$ cat src/rtl/eth_pkg.sv
// eth_pkg: shared widths and arbiter state encoding for the Ethernet frame arbiter.
package eth_pkg;
   localparam int MAC_WIDTH = 48;
   localparam int ETHTYPE_WIDTH = 16;
   typedef enum logic [1:0] {IDLE, HDR, PAYLOAD} arb_state_t;
endpackage

$ cat src/rtl/rr_select.sv
// rr_select: combinational round-robin picker, first requester at or after ptr (wrapping).
module rr_select #(
   parameter int N_PORTS = 2,
   parameter int PORT_BITS = $clog2(N_PORTS)
) (
   input  logic [N_PORTS-1:0]   req,
   input  logic [PORT_BITS-1:0] ptr,
   output logic [PORT_BITS-1:0] idx,
   output logic                 found
);
   always_comb begin
      idx = '0;
      found = 1'b0;
      // Scan from the farthest offset down so the nearest requester wins.
      for (int k = N_PORTS - 1; k >= 0; k--) begin
         if (req[(int'(ptr) + k) % N_PORTS]) begin
            idx = PORT_BITS'((int'(ptr) + k) % N_PORTS);
            found = 1'b1;
         end
      end
   end
endmodule

$ cat src/rtl/eth_frame_arbiter.sv
// eth_frame_arbiter: round-robin, frame-atomic arbiter of N header+payload sources onto one output.
// Defining ETH_FRAME_ARBITER_STATS_EN adds per-port completed-frame counters on frame_count.
module eth_frame_arbiter
   import eth_pkg::*;
#(
   parameter int N_PORTS = 2,
   parameter int DATA_WIDTH = 8,
   parameter int PORT_BITS = $clog2(N_PORTS)
) (
   input  logic                             clk,
   input  logic                             rst_n,
   input  logic [N_PORTS-1:0]               s_eth_hdr_valid,
   output logic [N_PORTS-1:0]               s_eth_hdr_ready,
   input  logic [MAC_WIDTH*N_PORTS-1:0]     s_eth_dest_mac,
   input  logic [MAC_WIDTH*N_PORTS-1:0]     s_eth_src_mac,
   input  logic [ETHTYPE_WIDTH*N_PORTS-1:0] s_eth_type,
   input  logic [DATA_WIDTH*N_PORTS-1:0]    s_eth_payload_axis_tdata,
   input  logic [N_PORTS-1:0]               s_eth_payload_axis_tvalid,
   output logic [N_PORTS-1:0]               s_eth_payload_axis_tready,
   input  logic [N_PORTS-1:0]               s_eth_payload_axis_tlast,
   input  logic [N_PORTS-1:0]               s_eth_payload_axis_tuser,
   output logic                             m_eth_hdr_valid,
   input  logic                             m_eth_hdr_ready,
   output logic [MAC_WIDTH-1:0]             m_eth_dest_mac,
   output logic [MAC_WIDTH-1:0]             m_eth_src_mac,
   output logic [ETHTYPE_WIDTH-1:0]         m_eth_type,
   output logic [DATA_WIDTH-1:0]            m_eth_payload_axis_tdata,
   output logic                             m_eth_payload_axis_tvalid,
   input  logic                             m_eth_payload_axis_tready,
   output logic                             m_eth_payload_axis_tlast,
   output logic                             m_eth_payload_axis_tuser,
   output logic                             grant_valid,
   output logic [PORT_BITS-1:0]             grant_port
`ifdef ETH_FRAME_ARBITER_STATS_EN
   ,
   output logic [32*N_PORTS-1:0]            frame_count
`endif
);
   arb_state_t state, state_nx;
   logic [PORT_BITS-1:0] rr_ptr, sel_idx;
   logic [N_PORTS-1:0] g_onehot;
   logic sel_found, hdr_fire, last_fire;

   rr_select #(.N_PORTS(N_PORTS), .PORT_BITS(PORT_BITS)) u_rr_select (
      .req(s_eth_hdr_valid),
      .ptr(rr_ptr),
      .idx(sel_idx),
      .found(sel_found)
   );

   assign g_onehot = N_PORTS'(1) << grant_port;
   assign hdr_fire = m_eth_hdr_valid & m_eth_hdr_ready;
   assign last_fire = m_eth_payload_axis_tvalid & m_eth_payload_axis_tready & m_eth_payload_axis_tlast;

   always_ff @(posedge clk or negedge rst_n) begin
      if (!rst_n) begin
         state <= IDLE;
         rr_ptr <= '0;
         grant_port <= '0;
      end else begin
         state <= state_nx;
         if (state == IDLE && sel_found) grant_port <= sel_idx;
         if (last_fire) rr_ptr <= (grant_port == PORT_BITS'(N_PORTS - 1)) ? '0 : grant_port + 1'b1;
      end
   end

   always_comb begin
      state_nx = state;
      unique case (state)
         IDLE:    if (sel_found) state_nx = HDR;
         HDR:     if (hdr_fire) state_nx = PAYLOAD;
         PAYLOAD: if (last_fire) state_nx = IDLE;
         default: state_nx = IDLE;
      endcase
   end

   always_comb begin
      grant_valid = state != IDLE;
      m_eth_hdr_valid = (state == HDR) && |(s_eth_hdr_valid & g_onehot);
      m_eth_dest_mac = s_eth_dest_mac[grant_port*MAC_WIDTH +: MAC_WIDTH];
      m_eth_src_mac = s_eth_src_mac[grant_port*MAC_WIDTH +: MAC_WIDTH];
      m_eth_type = s_eth_type[grant_port*ETHTYPE_WIDTH +: ETHTYPE_WIDTH];
      s_eth_hdr_ready = (state == HDR && m_eth_hdr_ready) ? g_onehot : '0;
      m_eth_payload_axis_tvalid = (state == PAYLOAD) && |(s_eth_payload_axis_tvalid & g_onehot);
      m_eth_payload_axis_tdata = s_eth_payload_axis_tdata[grant_port*DATA_WIDTH +: DATA_WIDTH];
      m_eth_payload_axis_tlast = |(s_eth_payload_axis_tlast & g_onehot);
      m_eth_payload_axis_tuser = |(s_eth_payload_axis_tuser & g_onehot);
      s_eth_payload_axis_tready = (state == PAYLOAD && m_eth_payload_axis_tready) ? g_onehot : '0;
   end

`ifdef ETH_FRAME_ARBITER_STATS_EN
   logic [31:0] frame_cnt [N_PORTS];

   always_ff @(posedge clk or negedge rst_n) begin
      if (!rst_n) begin
         for (int i = 0; i < N_PORTS; i++) frame_cnt[i] <= '0;
      end else begin
         for (int i = 0; i < N_PORTS; i++) if (last_fire && g_onehot[i]) frame_cnt[i] <= frame_cnt[i] + 32'd1;
      end
   end

   for (genvar i = 0; i < N_PORTS; i++) begin : g_cnt
      assign frame_count[i*32 +: 32] = frame_cnt[i];
   end
`endif
endmodule

$ cat config.mk
export PLATFORM = sky130hd
export DESIGN_NAME = eth_frame_arbiter
export DESIGN_NICKNAME = d
export VERILOG_FILES = /design/src/rtl/eth_pkg.sv /design/src/rtl/rr_select.sv /design/src/rtl/eth_frame_arbiter.sv
export SDC_FILE = /design/constraint.sdc
export NUM_CORES = 1
export LEC_CHECK = 0
export BUFFER_PORTS_ARGS = -buffer_cell sky130_fd_sc_hd__buf_2
export CAP_MARGIN = 0
export CORE_AREA = 2 2 150 152
export DETAILED_ROUTE_END_ITERATION = 6
export DIE_AREA = 0 0 152 154
export PLACE_DENSITY = 0.44
export SLEW_MARGIN = 20
export SYNTH_ARGS = -nofsm -noshare
export SYNTH_HDL_FRONTEND = slang
export SYNTH_SLANG_ARGS = --single-unit
$ cat constraint.sdc
create_clock -name clk -period 3.9 [get_ports clk]
set_input_delay 1.17 -clock clk [delete_from_list [all_inputs] [get_ports clk]]
set_output_delay 1.17 -clock clk [all_outputs]
set_load 0.05 [all_outputs]
==> results.md, run 1 <==
- Status: complete, no violations
- Period minus WS final: 3260 ps
- # H-tree levels: 1
- EDFF count, synth: 0
- Die height: 154 microns
- Largest cells by area after synthesis: mux2_2, dfrtp_1, buf_2
- Initial Utilization: 7.92%
- Fraction of registers with async set/reset: 100%
- Critical path arrival: 2090 ps
- Max-cap violations: 0
- Startpoint Class: flop
- Post-CTS Setup Bufs: 0
- DR vias/cell: 3.41
- Flops & latches, synth: 4
- Fraction of layout cells with a size suffix above 1: a little over nine tenths
- I/O Pins: 382
- Largest area contributor in the netlist: mux2_2
- DRC: 0
- Fill cell count: 2,453
- Wire length per cell: 13.4 microns
- Largest net degree at the start of global routing: 42
- CTS tree: done
- Die area: 23,400 sq um
- Port-buffer cells: 381
- First-pass GRT wire length: 15,100 microns
- Syn avg cell area: 10.7 sq um
- Antenna violations before repair: 0
- Final std cells w/o fill: 817
- Setup CP Type: reg -> out
- Final hold viol count: 0
- Placed insts: ~810
- ANT nets after route: 0
- Via Count: 2,789
- Total Routed Length: 10,900 microns
- Worst skew pair latency: 230 ps
- ANT cells: 0
- Max transition margin: 62.6%
- Drt pass-1 iters: 4
- Max VDD drop: 247 uV
- Final setup fails: 0
- CTS buffer count: 3
- Ys flop type: dfrtp_1
- CP endpoint kind: output port
- Skew final: 4.44 ps
- Grt met1 use: 10.4%
- First DRT Iteration DRCs: between 100 and 150
- Netlist cell types: 20
- Core area: 21,700 sq um
- Slew Limit Fails: 0
- Synth warn: 0
- HP Class: reg -> reg
- Post-synth top cells: mux2_2, buf_2, buf_4
- Worst-margin pin slew: ~560 ps
- CP max FO: 41
- Number of cells produced by synthesis: 161
- Width of the die: 152 microns
- Sequential element share of the synthesized area: 5.83%
- Pwr per Cell Area: 809 nW/um^2
- Number of global-route vias before repair: 2,656
- Maximum clock rate: 306 MHz
- Grt met2 use: between 10% and 20%
- Area of the multi-input gates: 1520 sq um
- Final Instance Area: about 4000 sq um
- P&R area growth vs syn: 134%
- Gr usage total: 8.13%
- Register Area: 104 sq um
- Cell Rows: 54
- Busiest grt layer: met2
- Grt ovf: 0
- Clk pin slew, worst setup/hold paths: 30 ps
- Setup TNS: 0 ps
- Synth Net Count: 413
- Clk sinks: 4
- Top cell type's share of synthesized area: 80.0%
- LEAKAGE: between 0.002 and 0.0025 uW
- DP Wirelength: 9930 microns
- GP Congestion: approximately 0.75
- NumNets Final: just under 800
- Dpl cell area: 3940 sq um
- Root Buffer: clkbuf_16
- Hold buffers post-CTS: 0
- Post-cts sizing count: 0
- Post-synthesis cell area: 1720 sq um
- CP required: 2730 ps
- Global-route met3 utilization: 1.52%
- Top-count cell post-synth: mux2_2
- Tcrit/Tclk final: between 80% and 90%
- Clock tree buffer depth: 2
- RSZ-0062 raised after global routing: false
-- sequential cells by signal (all words and copies together), names as in the netlist --
name and cells:
rr_ptr 1, grant_port 1, state 2
-- through the flow --
stage,total power (uW),hold slack [ps],utilization [%],setup slack (ps)
2_1_floorplan,2510,456,-,314
3_3_place_gp,3120,510,18.2,583
3_5_place_dp,3110,498,18.2,619
4_1_cts,3280,496,18.5,452
5_1_grt,3390,527,18.5,327
6_report,3250,495,18.5,636
-- layer usage --
layer,part of all wire [%],vias to the layer above
li1,-,1365
met1,40,1245
met2,51,173
met3,7.9,6
met4,0.66,0
met5,0,-
-- worst max-delay path, cell delays in order (launching register included) --
cell and delay, ps:
dfrtp_4 770, buf_12 290, mux2i_1 430, nor2b_1 100
buf_2 230
-- cell type report --
cell class / count / share of cell area, %
Timing Repair Buffer: 386 / 48.7
Multi-Input combinational cell: 141 / 37.9
Tap cell: 280 / 8.72
Sequential cell: 4 / 2.58
Clock buffer: 4 / 1.96
Inverter: 2 / 0.187
-- cell families (layout without fill, tap and decap cells) --
logic type             count (synthesis)  after routing  synth area share [%]
AO/OA/AOI/OAI                          4              4                  1.68
buffers and inverters                 16            392                  5.61
flip-flops                             4              4                  5.83
AND/OR/NAND/NOR                       12             12                  4.88
multiplexers                         125            125                  82.0
-- path summary, 6_finish.rpt --
path	start	endpoint	slack [ps]	cells after the start
worst max-delay path	grant_port$_DFFE_PN0P_	m_eth_payload_axis_tvalid	640	4
worst min-delay path	state[1]$_DFFE_PN0P_	state[0]$_DFFE_PN0P_	490	1
worst max register to register	grant_port$_DFFE_PN0P_	rr_ptr$_DFFE_PN0P_	1690	4
worst min register to register	state[1]$_DFFE_PN0P_	state[0]$_DFFE_PN0P_	490	1
max in group asynchronous	rst_n	grant_port$_DFFE_PN0P_	3010	1
min in group asynchronous	rst_n	grant_port$_DFFE_PN0P_	750	1
-- placed cells by master (no fill, tap or decap) --
cell       count
a31oi_1        1
buf_12         1
nor2_1         4
o2bb2ai_1      1
buf_2        381
dfrtp_4        1
and3_1         2
nand2_1        1
mux2i_1        2
nor3b_1        1
nand3b_1       1
a21oi_1        1
o32ai_1        1
buf_4          4
and2b_1        1
nor2b_1        1
mux2_2       122
mux2_4         1
nand4b_4       1
clkbuf_1       1
dfrtp_1        3
inv_1          2
clkbuf_16      3
-- power breakdown --
group / internal, uW / total (uW) / leakage (uW) / switching (uW)
sequential: 65.0 / 163 / 0.0000481 / 98.1
combinational: 916 / 2920 / 0.00209 / 2010
clock: 135 / 165 / 0.0000382 / 29.6
total: 1120 / 3250 / 0.00218 / 2140
No activity file was read; power rests on OpenSTA's default activity.
==> run 2, diff against run 1 <==
--- a/config.mk
+++ b/config.mk
@@ -10,7 +10,7 @@
 export CORE_AREA = 2 2 150 152
 export DETAILED_ROUTE_END_ITERATION = 6
 export DIE_AREA = 0 0 152 154
-export PLACE_DENSITY = 0.44
+export PLACE_DENSITY = 0.45
 export SLEW_MARGIN = 20
 export SYNTH_ARGS = -nofsm -noshare
 export SYNTH_HDL_FRONTEND = slang
==> constraint.sdc (replaced) <==
create_clock -name clk -period 2.9 [get_ports clk]
set_input_delay 0.87 -clock clk [delete_from_list [all_inputs] [get_ports clk]]
set_output_delay 0.87 -clock clk [all_outputs]
set_load 0.05 [all_outputs]
==> run 2 against run 1 <==
Against the previous run: register-to-register slack got worse by 790 ps; via count up 0.47%; first-iteration DRC count fell by 30%; utilization increased by 0.20 points; critical path type unchanged.
==> results.md, run 2 (synthesis gave the netlist of run 1 again) <==
- Final setup fails: 0
- Global-route met3 utilization: between 1 and 1.5%
- Period minus WS final: 2730 ps
- Critical path arrival: 1860 ps
- Port-buffer cells: 381
- Fraction of layout cells with a size suffix above 1: 95.9%
- Grt met1 use: around 8.6%
- Root Buffer: clkbuf_16
- Core area: 21,700 sq um
- Worst skew pair latency: 230 ps
- Max transition margin: 65.4%
- Via Count: 2,802
- Busiest grt layer: met2
- Largest register by flop count: state
- CP max FO: 37
- Clk sinks: 4
- DR vias/cell: 3.41
- P&R area growth vs syn: 136%
- Pwr per Cell Area: approximately 1100 nW/um^2
- Fill cell count: 2,445
- Skew final: 1.79 ps
- Setup TNS: 0 ps
- Antenna violations before repair: 1
- Max VDD drop: approximately 370 uV
- GP Congestion: 0.816
- Grt ovf: 0
- Width of the die: 152 microns
- Hold buffers post-CTS: 0
- ANT nets after route: 0
- RSZ-0062 raised after global routing: false
- HP Class: in -> async
- Drt pass-1 iters: 4
- Fin util: about a fifth
- Status: complete, no violations
- Setup CP Type: reg -> out
- Wire length per cell: 12.8 microns
- Most frequent cells in the layout: buf_2, mux2_2, buf_4, nor2_1
- Final hold viol count: 0
- LEAKAGE: 0.00220 uW
- Cell Rows: 54
- # H-tree levels: 1
- First DRT Iteration DRCs: 83
- Largest net degree at the start of global routing: 38
- Post-CTS Setup Bufs: 0
- CP endpoint kind: output port
- Max-cap violations: 0
- Clk pin slew, worst setup/hold paths: 30 ps
- First-pass GRT wire length: approximately 15,000 microns
- CTS tree: done
- Placed insts: a little over 800
- Max FFs per register: 2
- I/O Pins: 382
- Post-cts sizing count: 0
- Largest registers: state (2), grant_port (1), rr_ptr (1)
- Worst-margin pin slew: slightly above 500 ps
- DRC: 0
- Slew Limit Fails: 0
- Die area: roughly 23,000 sq um
- CP required: between 2000 and 2500 ps
- DP Wirelength: 9500 microns
- Gr usage total: 7.96%
- Leading cell type in the layout, fill and taps excluded: buf_2
- R2R setup slack: about 900 ps
- Die height: between 150 and 200 microns
- Tcrit/Tclk final: a little over nine tenths
- Number of global-route vias before repair: 2,784
- Dpl cell area: between 3000 and 4000 sq um
- Clock tree buffer depth: 2
- Overall power: 4410 uW
- Maximum clock rate: roughly 370 MHz
- NumNets Final: 793
- CTS buffer count: 3
- Final Instance Area: 4060 sq um
- Final std cells w/o fill: about 820
- Grt met2 use: 16.0%
- Total Routed Length: roughly 11,000 microns
- Initial Utilization: under 10%
- Startpoint Class: flop
==> run 2: critical path, stage by stage, from the launching register on <==
cell and delay [ps]:
dfrtp_4 750, buf_12 260, mux2_2 360, buf_2 210
==> run 2: layer usage <==
| layer | vias up | routed length, microns |
|---|---|---|
| li1 | 1369 | - |
| met1 | 1222 | 3900 |
| met2 | 204 | 5670 |
| met3 | 7 | 868 |
| met4 | 0 | 94 |
| met5 | - | 0 |
==> run 2: through the flow <==
stage / worst slack [ps] / hold WS, ps
finish: 169 / 446
global route: 48.0 / 454
CTS: 132 / 444
detailed placement: 394 / 509
global placement: 401 / 522
floorplan: 146 / 472
==> run 2: cell type report <==
type | count | area [sq um] | share of cell area [%]
flip-flops and latches | 4 | 104 | 2.56
repair buffers | 389 | 1990 | 49.0
inverters | 2 | 7.51 | 0.185
multi-input cells | 141 | 1530 | 37.6
well taps | 280 | 350 | 8.63
diodes | 1 | 2.50 | 0.0616
clock buffers | 4 | 78.8 | 1.94
==> run 2: where the power goes <==
group	total, uW	switching, uW	internal, uW
sequential	212	125	87.6
combinational	3970	2700	1270
clock	225	42.9	182
total	4410	2860	1540
==> run 2: path summary, 6_finish.rpt <==
path | from | to | cells after the start
hold reg to reg | state[1]$_DFFE_PN0P_ | state[0]$_DFFE_PN0P_ | 1
setup reg to reg | grant_port$_DFFE_PN0P_ | rr_ptr$_DFFE_PN0P_ | 5
hold / removal | rst_n | rr_ptr$_DFFE_PN0P_ | 1
min in group clk | state[1]$_DFFE_PN0P_ | state[0]$_DFFE_PN0P_ | 1
max in group asynchronous | rst_n | grant_port$_DFFE_PN0P_ | 1
setup / recovery | grant_port$_DFFE_PN0P_ | m_eth_src_mac[41] | 3
==> run 3, diff against run 2 <==
--- a/config.mk
+++ b/config.mk
@@ -10,6 +10,7 @@
 export CORE_AREA = 2 2 150 152
 export DETAILED_ROUTE_END_ITERATION = 6
 export DIE_AREA = 0 0 152 154
+export MAX_ROUTING_LAYER = met4
 export PLACE_DENSITY = 0.45
 export SLEW_MARGIN = 20
 export SYNTH_ARGS = -nofsm -noshare
==> run 3 against run 2 <==
Against the previous run: combinational power about the same; sequential cell count is the same; final cell count is the same; sequential share of layout area unchanged; routed wire length barely moved; via count shrank 0.11%; die area unchanged; setup slack better by 4.9 ps; critical path type unchanged; largest power group unchanged.
==> results.md, run 3 (synthesis gave the netlist of run 1 again) <==
- Largest registers: state (2), grant_port (1), rr_ptr (1)
- Final hold viol count: 0
- Skew final: slightly below 2 ps
- Final setup fails: 0
- CTS buffer count: 3
- Grt ovf: 0
- Fin util: approximately a fifth
- First-pass GRT wire length: approximately 15,000 microns
- DRC: 0
- Max transition margin: between 60% and 70%
- Slowest-stage cell, CP: dfrtp_4
- Die height: approximately 150 microns
- Cells along the critical path: buf_12 -> mux2_2 -> buf_2
- Fill cell count: 2,445
- Global-route met3 utilization: 1.24%
- Setup TNS: 0 ps
- Leading cell type in the layout, fill and taps excluded: buf_2
- Max-cap violations: 0
- Overall power: 4410 uW
- Port-buffer cells: 381
- GP Congestion: slightly above 0.8
- CP startpoint: grant_port$_DFFE_PN0P_
- # H-tree levels: 1
- Post-cts sizing count: 0
- Worst-margin pin slew: 517 ps
- Cell Rows: 54
- Antenna violations before repair: 1
- NumNets Final: 793
- Number of global-route vias before repair: 2,784
- Sequential power share: under 10%
- Largest net degree at the start of global routing: 38
- CP max FO: 37
- Internal: 1540 uW
- Clock tree buffer depth: 2
- Worst hold slack: roughly 440 ps
- Period minus WS final: 2730 ps
- Drt pass-1 iters: 6
- Setup CP Type: reg -> out
- Status: complete, no violations
- Hold buffers post-CTS: 0
- First DRT Iteration DRCs: 74
- RSZ-0062 raised after global routing: false
- Width of the die: 152 microns
- HP Class: in -> async
- Maximum clock rate: 367 MHz
- Sw Ratio: 65.0%
- DP Wirelength: approximately 9500 microns
- Largest register by flop count: state
- Post-CTS Setup Bufs: 0
- Busiest grt layer: met2
- Switch Pwr: 2860 uW
- Tcrit/Tclk final: 94.0%
- CP endpoint kind: output port
- Slew Limit Fails: 0
- Via Count: 2,799
- Initial Utilization: ~7.9%
- Clock power frac: 5.1%
- DR vias/cell: around 3.4
- Comb power frac: 90.1%
- Max FFs per register: 2
- P&R area growth vs syn: 136%
- Core area: about 22,000 sq um
- CP peak stage delay: 750 ps
- Reg2reg start: grant_port$_DFFE_PN0P_
- Grt met1 use: 8.65%
- Total Routed Length: 10,500 microns
- I/O Pins: 382
- CP required: slightly above 2000 ps
- Fraction of layout cells with a size suffix above 1: 95.9%
- Max VDD drop: 371 uV
- Root Buffer: clkbuf_16
- Gr usage total: under 10%
- Die area: 23,400 sq um
- Wire length per cell: 12.8 microns
- ANT nets after route: 0
- Startpoint Class: flop
- Clk sinks: 4
- Worst skew pair latency: about 230 ps
- Critical path arrival: 1860 ps
- Grt met2 use: 16.1%
- Pwr per Cell Area: 1080 nW/um^2
- Clk pin slew, worst setup/hold paths: around 30 ps
- LEAKAGE: roughly 0.0022 uW
- Most frequent cells in the layout: buf_2, mux2_2, buf_4, nor2_1
- CTS tree: done
## run 3: cell counts in the layout (fill, tap and decap cells not counted)
Identical to the previous run, type by type.
## run 3: final cells by class
cell class / instances / area, sq um / area share [%]
repair buffers: 389 / 1990 / 49.0
multi-input cells: 141 / 1530 / 37.6
well taps: 280 / 350 / 8.63
flip-flops and latches: 4 / 104 / 2.56
clock buffers: 4 / 78.8 / 1.94
inverters: 2 / 7.51 / 0.185
diodes: 1 / 2.50 / 0.0616
## run 3: metal layers
layer	vias to the layer above	wire (microns)
met5	-	0
met4	0	94
met3	7	827
met2	200	5690
met1	1222	3920
li1	1370	-
## run 3: critical path: cells and delay by family, from the launching register on
kind | cells | cell delay [ps]
mux | 1 | 360
buf+inv | 2 | 470
flops | 1 | 750
## run 3: power groups by stage
stage,combinational (uW),clock [uW],sequential (uW)
floorplan,3250,0,130
global placement,4000,0,219
detailed placement,3990,0,219
CTS,4010,228,223
global route,4140,234,234
finish,3970,225,212
## run 3: worst paths after layout
path	cells past startpoint	slack, ps	to
max in group asynchronous	1	2330	grant_port$_DFFE_PN0P_
worst max-delay path	3	170	m_eth_src_mac[41]
worst min register to register	1	510	state[0]$_DFFE_PN0P_
min in group clk	1	510	state[0]$_DFFE_PN0P_
worst min-delay path	1	440	rr_ptr$_DFFE_PN0P_
worst max register to register	5	910	rr_ptr$_DFFE_PN0P_
## run 3: through the flow
step	worst slack [ps]	std cells	cell area (sq um)
floorplan	146	161	1720
global placement	401	816	3980
detailed placement	394	816	3980
CTS	132	820	4060
global route	45.4	821	4060
finish	174	821	4060
